### src/rtl/write_decoder8_pkg.sv
// -----------------------------------------------------------------------------
// write_decoder8_pkg
// Shared constants and types for the write-side 8:1 destination decoder.
//   NUM_DEST / SEL_W : destination count and select width
//   wd_state_e       : controller state (IDLE, ISSUE, BCAST)
//   LAST_IDX         : last destination visited by a broadcast
//   ZERO_REG_EN      : 1 when destination 7 is a hardwired-zero register
// Build option: WRDEC_ZERO_REG_EN (destination 7 not writable).
// -----------------------------------------------------------------------------
package write_decoder8_pkg;

  localparam int NUM_DEST = 8;
  localparam int SEL_W    = 3;

  typedef enum logic [1:0] {
    IDLE  = 2'd0,
    ISSUE = 2'd1,
    BCAST = 2'd2
  } wd_state_e;

`ifdef WRDEC_ZERO_REG_EN
  localparam logic [SEL_W-1:0] LAST_IDX    = 3'd6;
  localparam logic             ZERO_REG_EN = 1'b1;
`else
  localparam logic [SEL_W-1:0] LAST_IDX    = 3'd7;
  localparam logic             ZERO_REG_EN = 1'b0;
`endif

endpackage

### src/rtl/write_decoder8_decoder3_8.sv
// -----------------------------------------------------------------------------
// decoder3_8
// Combinational 3-to-8 one-hot decoder with enable.
//   en     : when 0 the output is all zeros
//   idx    : index of the bit to set
//   onehot : 1 << idx when enabled, else 0
// -----------------------------------------------------------------------------
module decoder3_8
  import write_decoder8_pkg::*;
(
  input  logic                en,
  input  logic [SEL_W-1:0]    idx,
  output logic [NUM_DEST-1:0] onehot
);

  always_comb begin
    // NOTE: default assignment first so no path through the block leaves
    // onehot unassigned, which would infer a latch.
    onehot = '0;
    if (en) begin
      onehot[idx] = 1'b1;
    end
  end

endmodule

### src/rtl/write_decoder8.sv
// -----------------------------------------------------------------------------
// write_decoder8
// Write-side destination decoder between write-back and the register bank.
// Accepts one request per valid/ready handshake: a single write drives a
// one-hot enable for one cycle; a broadcast walks the enable across all
// writable destinations on consecutive cycles with the same data.
//   clk      : rising-edge clock
//   reset    : asynchronous, active-low reset
//   in_valid : request present        in_ready : request can be taken
//   in_sel   : destination index      in_bcast : write every destination
//   in_data  : write data
//   out_en   : one-hot write enable   out_data : data with out_en
//   busy     : broadcast in progress
// Build option: WRDEC_ZERO_REG_EN makes destination 7 a hardwired-zero
// register (never enabled, broadcast stops at 6).
// -----------------------------------------------------------------------------
module write_decoder8
  import write_decoder8_pkg::*;
#(
  parameter int WIDTH = 64
) (
  input  logic                clk,
  input  logic                reset,
  input  logic                in_valid,
  output logic                in_ready,
  input  logic [SEL_W-1:0]    in_sel,
  input  logic                in_bcast,
  input  logic [WIDTH-1:0]    in_data,
  output logic [NUM_DEST-1:0] out_en,
  output logic [WIDTH-1:0]    out_data,
  output logic                busy
);

  wd_state_e           state_q, state_d;
  logic [SEL_W-1:0]    cnt_q, cnt_d;
  logic [NUM_DEST-1:0] out_en_q, out_en_d;
  logic [WIDTH-1:0]    out_data_q, out_data_d;

  logic                dec_req;
  logic                dec_en;
  logic [SEL_W-1:0]    dec_idx;
  logic                accept;

  // Handshake outputs come from registered state only.
  assign in_ready = (state_q != BCAST) || (cnt_q == LAST_IDX);
  assign busy     = (state_q == BCAST);
  assign accept   = in_valid && in_ready;

  // A hardwired-zero destination swallows its write: the request still
  // completes, the enable is just suppressed.
  assign dec_en = dec_req && !(ZERO_REG_EN && (dec_idx == 3'd7));

  decoder3_8 u_dec (
    .en     (dec_en),
    .idx    (dec_idx),
    .onehot (out_en_d)
  );

  always_comb begin
    state_d    = state_q;
    cnt_d      = cnt_q;
    out_data_d = out_data_q;
    dec_req    = 1'b0;
    dec_idx    = '0;

    if (accept) begin
      // Also covers the last broadcast cycle, so a new request follows
      // with no gap.
      dec_req    = 1'b1;
      out_data_d = in_data;
      if (in_bcast) begin
        state_d = BCAST;
        cnt_d   = '0;
        dec_idx = '0;
      end else begin
        state_d = ISSUE;
        dec_idx = in_sel;
      end
    end else begin
      unique case (state_q)
        IDLE:  state_d = IDLE;
        ISSUE: state_d = IDLE;
        BCAST: begin
          if (cnt_q == LAST_IDX) begin
            state_d = IDLE;
            cnt_d   = '0;
          end else begin
            cnt_d   = cnt_q + 3'd1;
            dec_req = 1'b1;
            dec_idx = cnt_q + 3'd1;
          end
        end
        default: state_d = IDLE;
      endcase
    end
  end

  always_ff @(posedge clk or negedge reset) begin
    if (!reset) begin
      state_q    <= IDLE;
      cnt_q      <= '0;
      out_en_q   <= '0;
      out_data_q <= '0;
    end else begin
      // NOTE: non-blocking assignments so every flop samples the values
      // from before this edge, independent of statement order.
      state_q    <= state_d;
      cnt_q      <= cnt_d;
      out_en_q   <= out_en_d;
      out_data_q <= out_data_d;
    end
  end

  assign out_en   = out_en_q;
  assign out_data = out_data_q;

endmodule

### config.mk
export PLATFORM = sky130hd
export DESIGN_NAME = write_decoder8
export DESIGN_NICKNAME = d
export VERILOG_FILES = /design/src/rtl/write_decoder8_pkg.sv /design/src/rtl/write_decoder8_decoder3_8.sv /design/src/rtl/write_decoder8.sv
export SDC_FILE = /design/constraint.sdc
export NUM_CORES = 1
export LEC_CHECK = 0
export ABC_AREA = 1
export ABC_CLOCK_PERIOD_IN_PS = 2100
export BUFFER_PORTS_ARGS = -buffer_cell sky130_fd_sc_hd__buf_2
export CAP_MARGIN = 20
export CORE_ASPECT_RATIO = 0.9
export CORE_MARGIN = 1
export CORE_UTILIZATION = 46
export DETAILED_ROUTE_END_ITERATION = 10
export PLACE_DENSITY = 0.82
export SLEW_MARGIN = 20
export SYNTH_ARGS = -nofsm -noshare
export SYNTH_HDL_FRONTEND = slang
export SYNTH_SLANG_ARGS = --single-unit
### constraint.sdc
create_clock -name clk -period 2.1 [get_ports clk]
set_clock_uncertainty 0.05 [all_clocks]
set_input_delay 0.105 -clock clk [delete_from_list [all_inputs] [get_ports clk]]
set_output_delay 0.105 -clock clk [all_outputs]
set_load 0.005 [all_outputs]
After elaboration in Yosys (flattened, before gate mapping)
Index checks and enable logic that the tools add are counted.
Widths: inputs -> output; s select.
- bits of input ports: 71
- bits in registers: 77
- magnitude comparators: 2
- add/subtract/negate cells: 1
- equal/unequal tests: 5
- reduce and logical (&&, ||, !) cells: 5
- muxes and demuxes: 17
- operator list (kind ; number):
    $mux 3 ; 7
    $mux 2 ; 4
    $mux 8 ; 1
    $lt 3x4->1 const B ; 1
    $mux 1 ; 4
    $ne 2x2->1 const B ; 2
    $add 3x1->3 const B ; 1
    $demux 1 s3 ; 1
    $eq 3x3->1 const B ; 1
    $ge 3x1->1 const B ; 1
    $ne 3x1->1 const B ; 1
    $eq 2x2->1 const B ; 1
    $logic_and 1x1->1 ; 2
    $reduce_and 2->1 ; 1
    $reduce_bool 2->1 ; 1
    $logic_or 1x1->1 ; 1

Longest topological paths before layout
- depth in word-level cells: 9
- gate-level depth with buffers: 10

By module
From an unflattened synthesis, not the netlist that was laid out.
- cells, all modules: 336
- area, all modules: 3072.9 um^2
- modules (own cells, without submodules) (module ; times used ; cells each ; area each (um^2)):
    write_decoder8 ; 1 ; 319 ; 3009.1
    decoder3_8 ; 1 ; 17 ; 63.8

Worst setup path after synthesis
No wires, ideal clock.
- path type: reg-to-reg
- from: register cnt_q[0]
- to: register out_data_q[19], in the netlist out_data[19]
- arrival time: 1.388 ns
- cell stages (with the launch flop): 10
- clock period less this slack: 1.554 ns
- data required time: 1.934 ns
- path buffers: 3
- setup time: 0.116 ns
- setup slack: 0.546 ns
- path through: dfrtp_1 > ha_1 > ha_1 > inv_1 > nand3_2 > buf_6 > buf_6 > buf_6 > nand3_1 > nand2_1
- cells in the longest elaborated chain, start to end: 3
- RTL lines (what ; RTL line ; source):
    start: declaration ; write_decoder8.sv:35 ; logic [SEL_W-1:0] cnt_q, cnt_d;
    start signal: assignment ; write_decoder8.sv:108 ; cnt_q <= cnt_d;
    $eq 3x3->1 ; write_decoder8.sv:45 ; assign in_ready = (state_q != BCAST) || (cnt_q == LAST_IDX);
    $logic_or 1x1->1 ; write_decoder8.sv:45 ;
    $logic_and 1x1->1 ; write_decoder8.sv:47 ; assign accept = in_valid && in_ready;
    end signal: assignment ; write_decoder8.sv:110 ; out_data_q <= out_data_d;
    end: declaration ; write_decoder8.sv:37 ; logic [WIDTH-1:0] out_data_q, out_data_d;
No other way between the ends.
A chain may end at the register's enable or synchronous reset.

Worst setup path after layout
- from: register cnt_q[0]
- to: output port in_ready
- cells in the longest elaborated chain, start to end: 2
- RTL lines (what ; RTL line ; source):
    $eq 3x3->1 ; write_decoder8.sv:45 ;
    $logic_or 1x1->1 ; write_decoder8.sv:45 ;
    end: declaration ; write_decoder8.sv:25 ; output logic in_ready,
No other way between the ends.

==> impl_metrics.env <==
export IMPL_drive_gt1_frac=0.305
export IMPL_avgSynthCellArea_um2=8.97
export IMPL_routedWlPerCell_um=13.8
export IMPL_path_cells="ha_1, ha_1, inv_1, nand3_2, buf_4, buf_2"
export IMPL_die_w_um=89.1
export IMPL_cp_start_kind="register"
export IMPL_max_cap_violations=0
export IMPL_num_io_pins=145
export IMPL_rows=28
export IMPL_ant_nets=0
export IMPL_grt_use_total=0.260
export IMPL_fin_crit_sh=0.912
export IMPL_outcome="complete, no violations"
export IMPL_grt_overflow=0
export IMPL_syn2layout_area_growth_pct=53.2
export IMPL_slowest_delay_ps=400
export IMPL_grt_antenna_before_repair=0
export IMPL_clock_path_buffers=2
export IMPL_start_util=0.477
export IMPL_ys_seq_elements=77
export IMPL_numClockSinks=77
export IMPL_vias=3167
export IMPL_clkLatencyLatePin_ps=330
export IMPL_fin_tns_setup_ps=0
export IMPL_rsz0062_at_grt="no"
export IMPL_critPathSlowestCell="dfrtp_1"
export IMPL_grt_pass1_vias=3111
export IMPL_synthCells=350
export IMPL_fillers=475
export IMPL_yosysSeqAreaShare=0.614
export IMPL_drtIter0Drc=248
export IMPL_fin_nets=629
export IMPL_critPathTopFamily="buffers and inverters"
export IMPL_multi_input_area_um2=1040
export IMPL_final_cell_area_um2=4810
export IMPL_cts_resized=0
export IMPL_fin_crit_ps=1920
export IMPL_first_pass_iters=4
export IMPL_synth_nets=423
export IMPL_layout_area_seq_um2=1930
export IMPL_path_max_fanout=34
export IMPL_diodes=0
export IMPL_grt_pass1_wl_mm=14.0
export IMPL_route_final_wire_length_mm=9.01
export IMPL_yosysUniqueCellTypes=15
export IMPL_critPathMostFrequentCell="ha_1"
export IMPL_ys_warn_count=0
export IMPL_grt_max_degree=78
export IMPL_die_h_um=80.4
export IMPL_syn_cell_area_um2=3140
export IMPL_drc_errors=0
export IMPL_routabilityCongestion=0.887
export IMPL_finalWorstSetupSlack_ps=185
export IMPL_worst_setup_path_type="register to output port"
export IMPL_power_density_nw_per_um2=1300
export IMPL_critPathBufInv=3
export IMPL_maxSlewHeadroom=0.363
export IMPL_core_area_um2=6590
export IMPL_clkTransAtPathRegs_ps=70
export IMPL_postCtsHoldBufs=66
export IMPL_cp_data_arrival_time_ps=1760
export IMPL_cp_end_kind="output port"
export IMPL_pre_cts_slack_ps=279
export IMPL_htree_levels=3
export IMPL_irDropWorstVdd_mv=0.673
export IMPL_cts_root_buf="clkbuf_8"
export IMPL_slew_viol_final=0
export IMPL_placed_cell_area_um2=3890
export IMPL_leakagePower_nw=2.73
export IMPL_die_area_um2=7160
export IMPL_hpwl_mm=5.06
export IMPL_min_path_type="input pin to register"
export IMPL_max_freq_mhz=522
export IMPL_cts_tree="done"
export IMPL_worst_pin_slew_ps=956
export IMPL_viasPerCell=4.86
export IMPL_finalHoldViolations=0
export IMPL_required_ps=1950
export IMPL_cts_buffers=9
export IMPL_post_cts_buffers=0
export IMPL_setup_viol=0
export IMPL_port_buffer_count=144
==> worst reg2reg max path: cells and delay by family, from the launching register on <==
kind	cells	cell delay, ps
fa+ha+maj	2	400
buf+inv	3	470
flops	1	400
simple gates	4	410
==> flip-flops by register name, indices dropped and copies added (netlist names) <==
signal and count:
cnt_q 3, state_q 2, out_data 64, out_en 8
==> report_power, final <==
group	internal (W)	total (W)	leakage, nW	switching (W)
combinational	0.000990	0.00233	1.64	0.00134
sequential	0.00215	0.00252	0.960	0.000363
clock	0.000888	0.00140	0.130	0.000509
total	0.00403	0.00624	2.73	0.00221
==> per-layer routing <==
layer | track usage | vias to the layer above | wire (um)
li1 | - | 1522 | -
met2 | 0.437 | 140 | 4420
met3 | 0.0514 | 30 | 514
met1 | 0.313 | 1475 | 3810
met4 | 0.135 | 0 | 272
met5 | 0 | - | 0
==> cells by family after synthesis <==
logic type | Yosys count | synth area share
and+or+nand+nor | 240 | 0.323
DFF | 77 | 0.614
buffers and inverters | 31 | 0.0554
adders and majority gates | 2 | 0.00797
==> cell usage after synthesis (all sizes together) <==
| cell | number | area (um2) |
|---|---|---|
| nand2 | 153 | 577 |
| dfrtp | 77 | 1930 |
| nand3b | 2 | 15.0 |
| buf | 23 | 144 |
| inv | 8 | 30.0 |
| nand3 | 73 | 375 |
| nand4 | 1 | 6.26 |
| nor2 | 11 | 41.3 |
| ha | 2 | 25.0 |
==> layout make-up <==
type,count,share of cell area
Sequential cell,77,0.400
Multi-Input combinational cell,242,0.216
Clock buffer,13,0.0351
Tap cell,90,0.0234
Clock inverter,3,0.0187
Timing Repair Buffer,218,0.300
Inverter,8,0.00624
==> metrics by stage <==
step                utilization  std cells  power [W]  hold slack [ps]
global route              0.731        651    0.00674              170
global placement          0.591        569    0.00461              252
finish                    0.731        651    0.00624              157
CTS                       0.731        651    0.00620              140
detailed placement        0.591        569    0.00471              263
floorplan                     -        350    0.00375             -241
==> cell usage in the layout, fill, tap and decap left out, drive strengths merged <==
cell type / count
bufinv: 3
nand2: 153
nand4: 1
nand3b: 2
buf: 152
inv: 8
dfrtp: 77
ha: 2
dlygate4sd3: 66
nor2: 11
clkbuf: 13
nand3: 73
==> worst paths after layout <==
kind	from	to	slack (ps)	depth (start not counted)
worst max-delay path	cnt_q[0]	in_ready	180	6
worst min-delay path	in_sel[1]	out_en[4]	160	6
worst max register to register	cnt_q[0]	out_en[3]	270	9
worst min register to register	out_data[51]	out_data[51]	420	2
max in group asynchronous	reset	cnt_q[2]	970	2
min in group asynchronous	reset	out_data[15]	400	2
Note: power is estimated with default switching activity, not from simulation.
